<file path="src/rtl/jump_lut_loader.sv">
// Jump-target table writer: assembles D-bit targets from byte pairs on a
// valid/ready stream, fills entries 0..N-1 in order, and serves registered lookups.

module jump_lut_entry #(
  parameter int           D    = 10,
  parameter logic [D-1:0] INIT = '0
) (
  input  logic         clk,
  input  logic         reset,
  input  logic         we,
  input  logic [D-1:0] wd,
  output logic [D-1:0] q
);
  always_ff @(posedge clk) begin
    if (reset)   q <= INIT;
    else if (we) q <= wd;
  end
endmodule

module jump_lut_loader #(
  parameter  int D  = 10,
  parameter  int N  = 16,
  parameter  int B  = 8,
  localparam int IW = $clog2(N)
) (
  input  logic          clk,
  input  logic          reset,
  input  logic          load_start,
  input  logic          in_valid,
  input  logic [B-1:0]  in_data,
  output logic          in_ready,
  output logic          load_busy,
  output logic          load_done,
  output logic          load_err,
  input  logic          rd_en,
  input  logic [IW-1:0] rd_idx,
  output logic [D-1:0]  rd_target,
  output logic          rd_valid
);
  typedef enum logic [1:0] {IDLE, LO, HI, DONE} state_t;

  state_t              state, state_nxt;
  logic [IW-1:0]       cnt;
  logic [B-1:0]        lo_q;
  logic                err_q;
  logic                start_acc, wr_en, last;
  logic [B-1:0]        hi_extra;
  logic [D-1:0]        wr_data;
  logic [N-1:0][D-1:0] tbl;
  logic [1:0]          vld_pipe;

  assign start_acc = (state == IDLE) && load_start;
  assign wr_en     = (state == HI) && in_valid;
  assign last      = (cnt == IW'(N-1));
  // Bits of the high byte that do not fit in the target are flagged, then dropped.
  assign hi_extra  = in_data >> (D-B);
  assign wr_data   = D'({in_data, lo_q});
  assign load_busy = (state != IDLE);
  assign load_err  = err_q;

  always_ff @(posedge clk) begin
    if (reset) state <= IDLE;
    else       state <= state_nxt;
  end

  always_comb begin
    state_nxt = state;
    in_ready  = 1'b0;
    load_done = 1'b0;
    case (state)
      IDLE: if (load_start) state_nxt = LO;
      LO: begin
        in_ready = 1'b1;
        if (in_valid) state_nxt = HI;
      end
      HI: begin
        in_ready = 1'b1;
        if (in_valid) state_nxt = last ? DONE : LO;
      end
      DONE: begin
        load_done = 1'b1;
        state_nxt = IDLE;
      end
      default: state_nxt = IDLE;
    endcase
  end

  always_ff @(posedge clk) begin
    if (reset) begin
      cnt   <= '0;
      lo_q  <= '0;
      err_q <= 1'b0;
    end else begin
      if (start_acc) begin
        cnt   <= '0;
        err_q <= 1'b0;
      end
      if ((state == LO) && in_valid) lo_q <= in_data;
      if (wr_en) begin
        if (hi_extra != '0) err_q <= 1'b1;
        if (!last)          cnt   <= cnt + 1'b1;
      end
    end
  end

  // Reset defaults are one-hot targets repeating every 10 entries.
  for (genvar i = 0; i < N; i++) begin : g_ent
    localparam logic [D-1:0] INIT = D'(32'd1 << (i % 10));
    jump_lut_entry #(.D(D), .INIT(INIT)) u_ent (
      .clk   (clk),
      .reset (reset),
      .we    (wr_en && (cnt == IW'(i))),
      .wd    (wr_data),
      .q     (tbl[i])
    );
  end

  // Registered read sees pre-write contents on a same-cycle collision.
  assign vld_pipe[0] = rd_en;
  assign rd_valid    = vld_pipe[1];

  always_ff @(posedge clk) begin
    if (reset) begin
      vld_pipe[1] <= 1'b0;
      rd_target   <= '0;
    end else begin
      vld_pipe[1] <= vld_pipe[0];
      if (rd_en) rd_target <= tbl[rd_idx];
    end
  end
endmodule

</file>
<file path="config.mk">
export PLATFORM = sky130hd
export DESIGN_NAME = jump_lut_loader
export DESIGN_NICKNAME = d
export VERILOG_FILES = /design/src/rtl/jump_lut_loader.sv
export SDC_FILE = /design/constraint.sdc
export NUM_CORES = 1
export LEC_CHECK = 0
export BUFFER_PORTS_ARGS = -buffer_cell sky130_fd_sc_hd__buf_2
export CORE_MARGIN = 2
export CORE_UTILIZATION = 51
export DETAILED_ROUTE_END_ITERATION = 10
export GPL_TIMING_DRIVEN = 1
export HOLD_SLACK_MARGIN = 0.02
export PLACE_DENSITY_LB_ADDON = 0.25
export SYNTH_ARGS = -nofsm -noshare
export SYNTH_HDL_FRONTEND = slang
export SYNTH_SLANG_ARGS = --single-unit
export TNS_END_PERCENT = 50
</file>
<file path="constraint.sdc">
create_clock -name clk -period 2.4 [get_ports clk]
set_clock_uncertainty 0.2 [all_clocks]
set_input_delay 0 -clock clk [delete_from_list [all_inputs] [get_ports clk]]
set_output_delay 0 -clock clk [all_outputs]
set_load 0.01 [all_outputs]
</file>
After elaboration in Yosys (flattened, before gate mapping):

Cells that the tools add are included.

* $add $sub $neg: 1
* multipliers: 0
* divide/modulo/power cells: 0
* $lt $le $gt $ge: 1
* equality and inequality tests: 21
* shift-type cells: 0
* multiplexer cells: 15
* bitwise logic cells: 0
* reduce and logical (&&, ||, !) cells: 25

Operators by type and width (number)
* $bmux 10 s4: 1
* $eq 4x4->1 const B: 8
* $logic_and 1x1->1: 19
* $eq 4x3->1 const B: 4
* $mux 4: 3
* $mux 10: 1
* $eq 4x2->1 const B: 2
* $mux 2: 4
* $pmux 2 s4: 1
* $reduce_bool 8->1: 1
* $ne 2x2->1 const B: 3
* $lt 4x5->1 const B: 1
* $mux 1: 5
* $add 4x1->4 const B: 1
* $eq 2x2->1 const B: 2
* $eq 4x1->1 const B: 1
* $logic_not 4->1: 1
* $reduce_and 3->1: 1
* $eq 2x1->1 const B: 1
* $logic_not 2->1: 1
* $reduce_bool 2->1: 1
* $reduce_or 2->1: 1

* flip-flop bits (word level): 186
* bits in latches: 0
* RAM bits: 0
* bits in read-only memories: 0
* memories kept: 0

Depth between registers and ports, before layout:

* word-level depth: 5
* gate-level depth with buffers: 7
* gate-level depth less buffers: 6

Hierarchy:

A second synthesis with hierarchy kept.

* cells, all modules: 832
* area total of the unflattened synthesis: 8274.2 um^2

By module, submodules not included
* jump_lut_entry: instances 16, cells an instance 32, area each 355.3 um^2, seq. area each 200.2 um^2
* jump_lut_loader: instances 1, cells an instance 320, area each 2588.7 um^2, seq. area each 520.5 um^2

Worst setup path after synthesis:

No wires, ideal clock.

* path type: reg-to-reg
* from: register state[1]
* to: register state[1]
* setup time: 70 ps
* arrival: 1402 ps
* path slack: 727 ps
* cell stages (with the launch flop): 8
* buffers on the path: 1
* period minus slack after synthesis: 1673 ps
* cell sequence: dfxtp_1 > inv_1 > ha_1 > buf_2 > o21bai_1 > o21ai_1 > or3_1 > a21oi_1

* longest elaborated chain between the ends: 3

Ends and longest elaborated chain
* start: declaration: line 42 `state_t state, state_nxt;`
* start signal: assignment: line 63 `else state <= state_nxt;`
* $eq 2x1->1, or another cell as far along: line 70 `case (state)`
* $ne 2x2->1 (no source line)
* $reduce_and 3->1 (no source line)

Several ways; a longest one is shown, not always the timed one.
A chain may end at the register's enable or synchronous reset.

Worst setup path in the final report:

* from: register state[0]
* to: register g_ent[6].u_ent.q[9]

* longest elaborated chain between the ends: 3

Ends and longest elaborated chain
* $eq 2x2->1: line 53 `assign wr_en = (state == HI) && in_valid;`
* $logic_and 1x1->1: line 53
* $logic_and 1x1->1: line 112 `.we (wr_en && (cnt == IW'(i))),`
* end signal: assignment: line 16 `else if (we) q <= wd;`
* end: declaration: line 12 `output logic [D-1:0] q`

No other way between the ends.

==> impl_results.md <==
* Post-route DRC at 0
* Final core occ at around 58%
* Cell family with most CP delay: simple AND/OR/NAND/NOR gates
* Gr usage total at between 20% and 30%
* Core footprint at about 0.016 mm^2
* CTS sink count at between 150 and 200
* Syn Inst Count at about 1000
* Post-Syn Nets at about 1100
* NetSw at around 1.8 mW
* Crit. path cell count at 6
* DRT iter0 DRCs at between 700 and 800
* Nets at 1071
* Yosys top cell area share at between 40% and 50%
* Dpl cells at between 1000 and 1500
* Post-synth top area cell: dfxtp_1
* PortBufs at 31
* Worst Path Required at ~2.5 ns
* RD Place Congestion at 0.825
* Period minus WS final at about 2.2 ns
* Clk root buf: clkbuf_16
* Crit-path slowest cell: and4b_2
* Remaining antenna violation count at 0
* Sequential Power Share at between 40% and 50%
* Fillers at between 1500 and 2000
* Largest net degree at the start of global routing at 176
* Hpwl dp at about 14000 um
* Commonest non-fill, non-tap cell in the layout: nand2_1
* Worst slew pin tran at just under 0.9 ns
* Worst-path cell chain: inv_1 -> ha_1 -> and4b_2 -> nand2_2 -> nand2_1 -> a21oi_1
* Maxcap violations at 0
* Grt ovf at 0
* Seq/Total Area, Yosys at between 40 and 50%
* Drt first pass iters at 5
* Worst setup EP type: flop
* CTS tree: built
* Relative slew slack at 40.7%
* First-pass GRT wire length at between 30000 and 40000 um
* Setup_tns at 0 ns
* Crit Path Max Fanout at 13
* Clk buf depth at 2
* Routed Wire Length at roughly 23000 um
* Die Area at between 0.015 and 0.02 mm^2
* Total power at approximately 7 mW
* Syn Area/Cell at between 8 and 9 um^2
* Initial core utilization at 51.6%
* Worst stage delay on the critical path at between 0.5 and 0.6 ns
* Vias at 7441
* Area growth syn-to-layout at 12.6%
* Clock transition at path regs at ~0.07 ns
* Internal at between 5 and 6 mW
* Area contributors post-synth: dfxtp_1, nand3_1, a21oi_1, mux2i_1, nand2_1
* Via/cell ratio at approximately 5.8
* Critical Path Sink: g_ent[6].u_ent.q[9]
* Reg2reg end: g_ent[6].u_ent.q[9]
* Worst Hold Class: in -> reg
* FF-to-FF Start: state[0]
* H-tree depth at 4
* Worst Setup Start Kind: flop
* Total CTS buffers at 17
* PD cells at ~740 mW/mm^2
* Ys Warns at 0
* Vias in the first global route at 6822
* Max Freq at roughly 460 MHz
* Final period utilization at between 90 and 100%
* WP buf/inv at 1
* # rows at 47
* Die height at 133 um
* Status: completed
* Worst Path Arrival at about 2.3 ns
* Most frequent cells in the layout: nand2_1, nand3_1, dfxtp_1, a21oi_1, mux2i_1
* Number of synthesized register bits at ~190
* WS Path Type: reg -> reg
* Switch share at 26.4%
* Critical path origin: state[0]
* Max IR drop VDD at between 0.5 and 0.6 mV
* Yosys cell types at 34
* Share of cells above drive strength 1 at 10.6%
* Leakage at between 3 and 4 nW
* # diodes at 0
* Final Non-Filler Cells at 1277
* # IOs at 32
* Reg-to-reg slack, setup at 0.23 ns
* DIE WIDTH at between 100 and 150 um
* Combinational Power Share at a little over a tenth
* Final Hold Fails at 0
* R2R depth at 6
* Worst-Skew Late Latency at between 0.4 and 0.5 ns
* WL/cell at roughly 18 um
* Clock network fraction of total power at a little over two fifths
* Initial antenna violation count at 0
* Post-synthesis cell area at ~0.0084 mm^2
* RSZ-0062 raised after global routing: false
* Final Setup Violations at 0
* Postcts setup bufs at 0
* Final Max Slew Viols at 0
* Post-CTS Resized at 0
## worst min path at each step
stage                from            to  depth (start not counted)
3_5_place_dp        reset      rd_valid                          2
6_report        rd_idx[3]  rd_target[1]                          6
3_3_place_gp        reset      rd_valid                          2
4_1_cts         rd_idx[3]  rd_target[1]                          6
5_1_grt         rd_idx[3]  rd_target[1]                          6
2_1_floorplan  in_data[2]       lo_q[2]                          2
## cells in the mapped netlist
| master | count |
|---|---|
| or2_1 | 1 |
| a22oi_1 | 30 |
| buf_2 | 6 |
| mux2i_1 | 80 |
| a221oi_1 | 1 |
| nand2_2 | 15 |
| nor2_1 | 8 |
| and4bb_1 | 1 |
| mux2_1 | 1 |
| and4_1 | 1 |
| and2_1 | 1 |
| nand3_1 | 191 |
| or2_0 | 1 |
| o21a_1 | 1 |
| clkbuf_1 | 66 |
| and2_4 | 1 |
| nor4_1 | 1 |
| ha_1 | 9 |
| dfxtp_1 | 186 |
| buf_4 | 10 |
| buf_6 | 17 |
| nand2_1 | 203 |
| nand3b_1 | 18 |
| o21bai_1 | 1 |
| and4b_1 | 2 |
| or3_1 | 1 |
| nor2_2 | 1 |
| o21ai_1 | 1 |
| nand4_1 | 1 |
| inv_1 | 6 |
| a21oi_1 | 169 |
| nor2b_1 | 4 |
| o221ai_1 | 1 |
| o21ai_0 | 2 |
## per-stage QoR
step,area [um^2],hold slack (ns),setup slack (ns)
after CTS,9490,0.0437,0.265
after floorplan,8430,-0.0524,0.727
after detailed placement,8640,0.0242,0.295
final,9490,0.0679,0.227
after global placement,8640,0.0172,0.338
after global routing,9490,0.148,0.0758
## kinds of logic (layout without fill, tap and decap cells)
group	after synthesis	count (layout)	share of synthesized area, %
buf+inv	105	124	6.72
compound gates	206	206	13.3
mux	81	81	9.63
fa+ha+maj	9	9	1.34
flops	186	186	44.2
simple gates	451	451	24.9
## cell type report
cell class | count | area, um^2 | area share, %
clock buffer | 20 | 467 | 4.92
sequential | 186 | 3720 | 39.2
inverter | 6 | 22.5 | 0.237
clock inverter | 11 | 144 | 1.52
tap | 220 | 275 | 2.90
timing repair buffer | 87 | 716 | 7.54
multi-input combinational | 747 | 4140 | 43.6
## worst reg2reg max path: cells and delay by family, from the launching register on
family	cells	cell delay, ns
buffers and inverters	1	0.11
AO/OA/AOI/OAI	1	0.08
flip-flops	1	0.33
adder cells (fa/ha/maj)	1	0.30
AND/OR/NAND/NOR	3	1.00
## registers in the layout, indices dropped and copies added (netlist names)
name,cells
rd_valid,1
load_err,1
state,2
lo_q,8
cnt,4
g_ent.u_ent.q,160
rd_target,10
## per-layer routing
metal,vias up,GRT usage [%],wire length [um]
met3,36,4.98,1450
met4,0,9.32,527
met1,3551,37.0,10500
met2,249,41.5,10600
li1,3605,-,-
met5,-,0,0
## power groups by stage
stage	registers, mW	logic (mW)	clock network [mW]
finish	3.29	0.765	2.92
floorplan	3.24	0.569	0
detailed placement	3.36	0.707	0
global route	3.30	0.828	3.07
CTS	3.29	0.755	2.95
global placement	3.36	0.707	0
## timing repair
item                       CTS  global route
hold endpoints to repair    58             0
setup endpoints to repair    0             0
hold buffers                24             0
No activity file was read; power rests on OpenSTA's default activity.
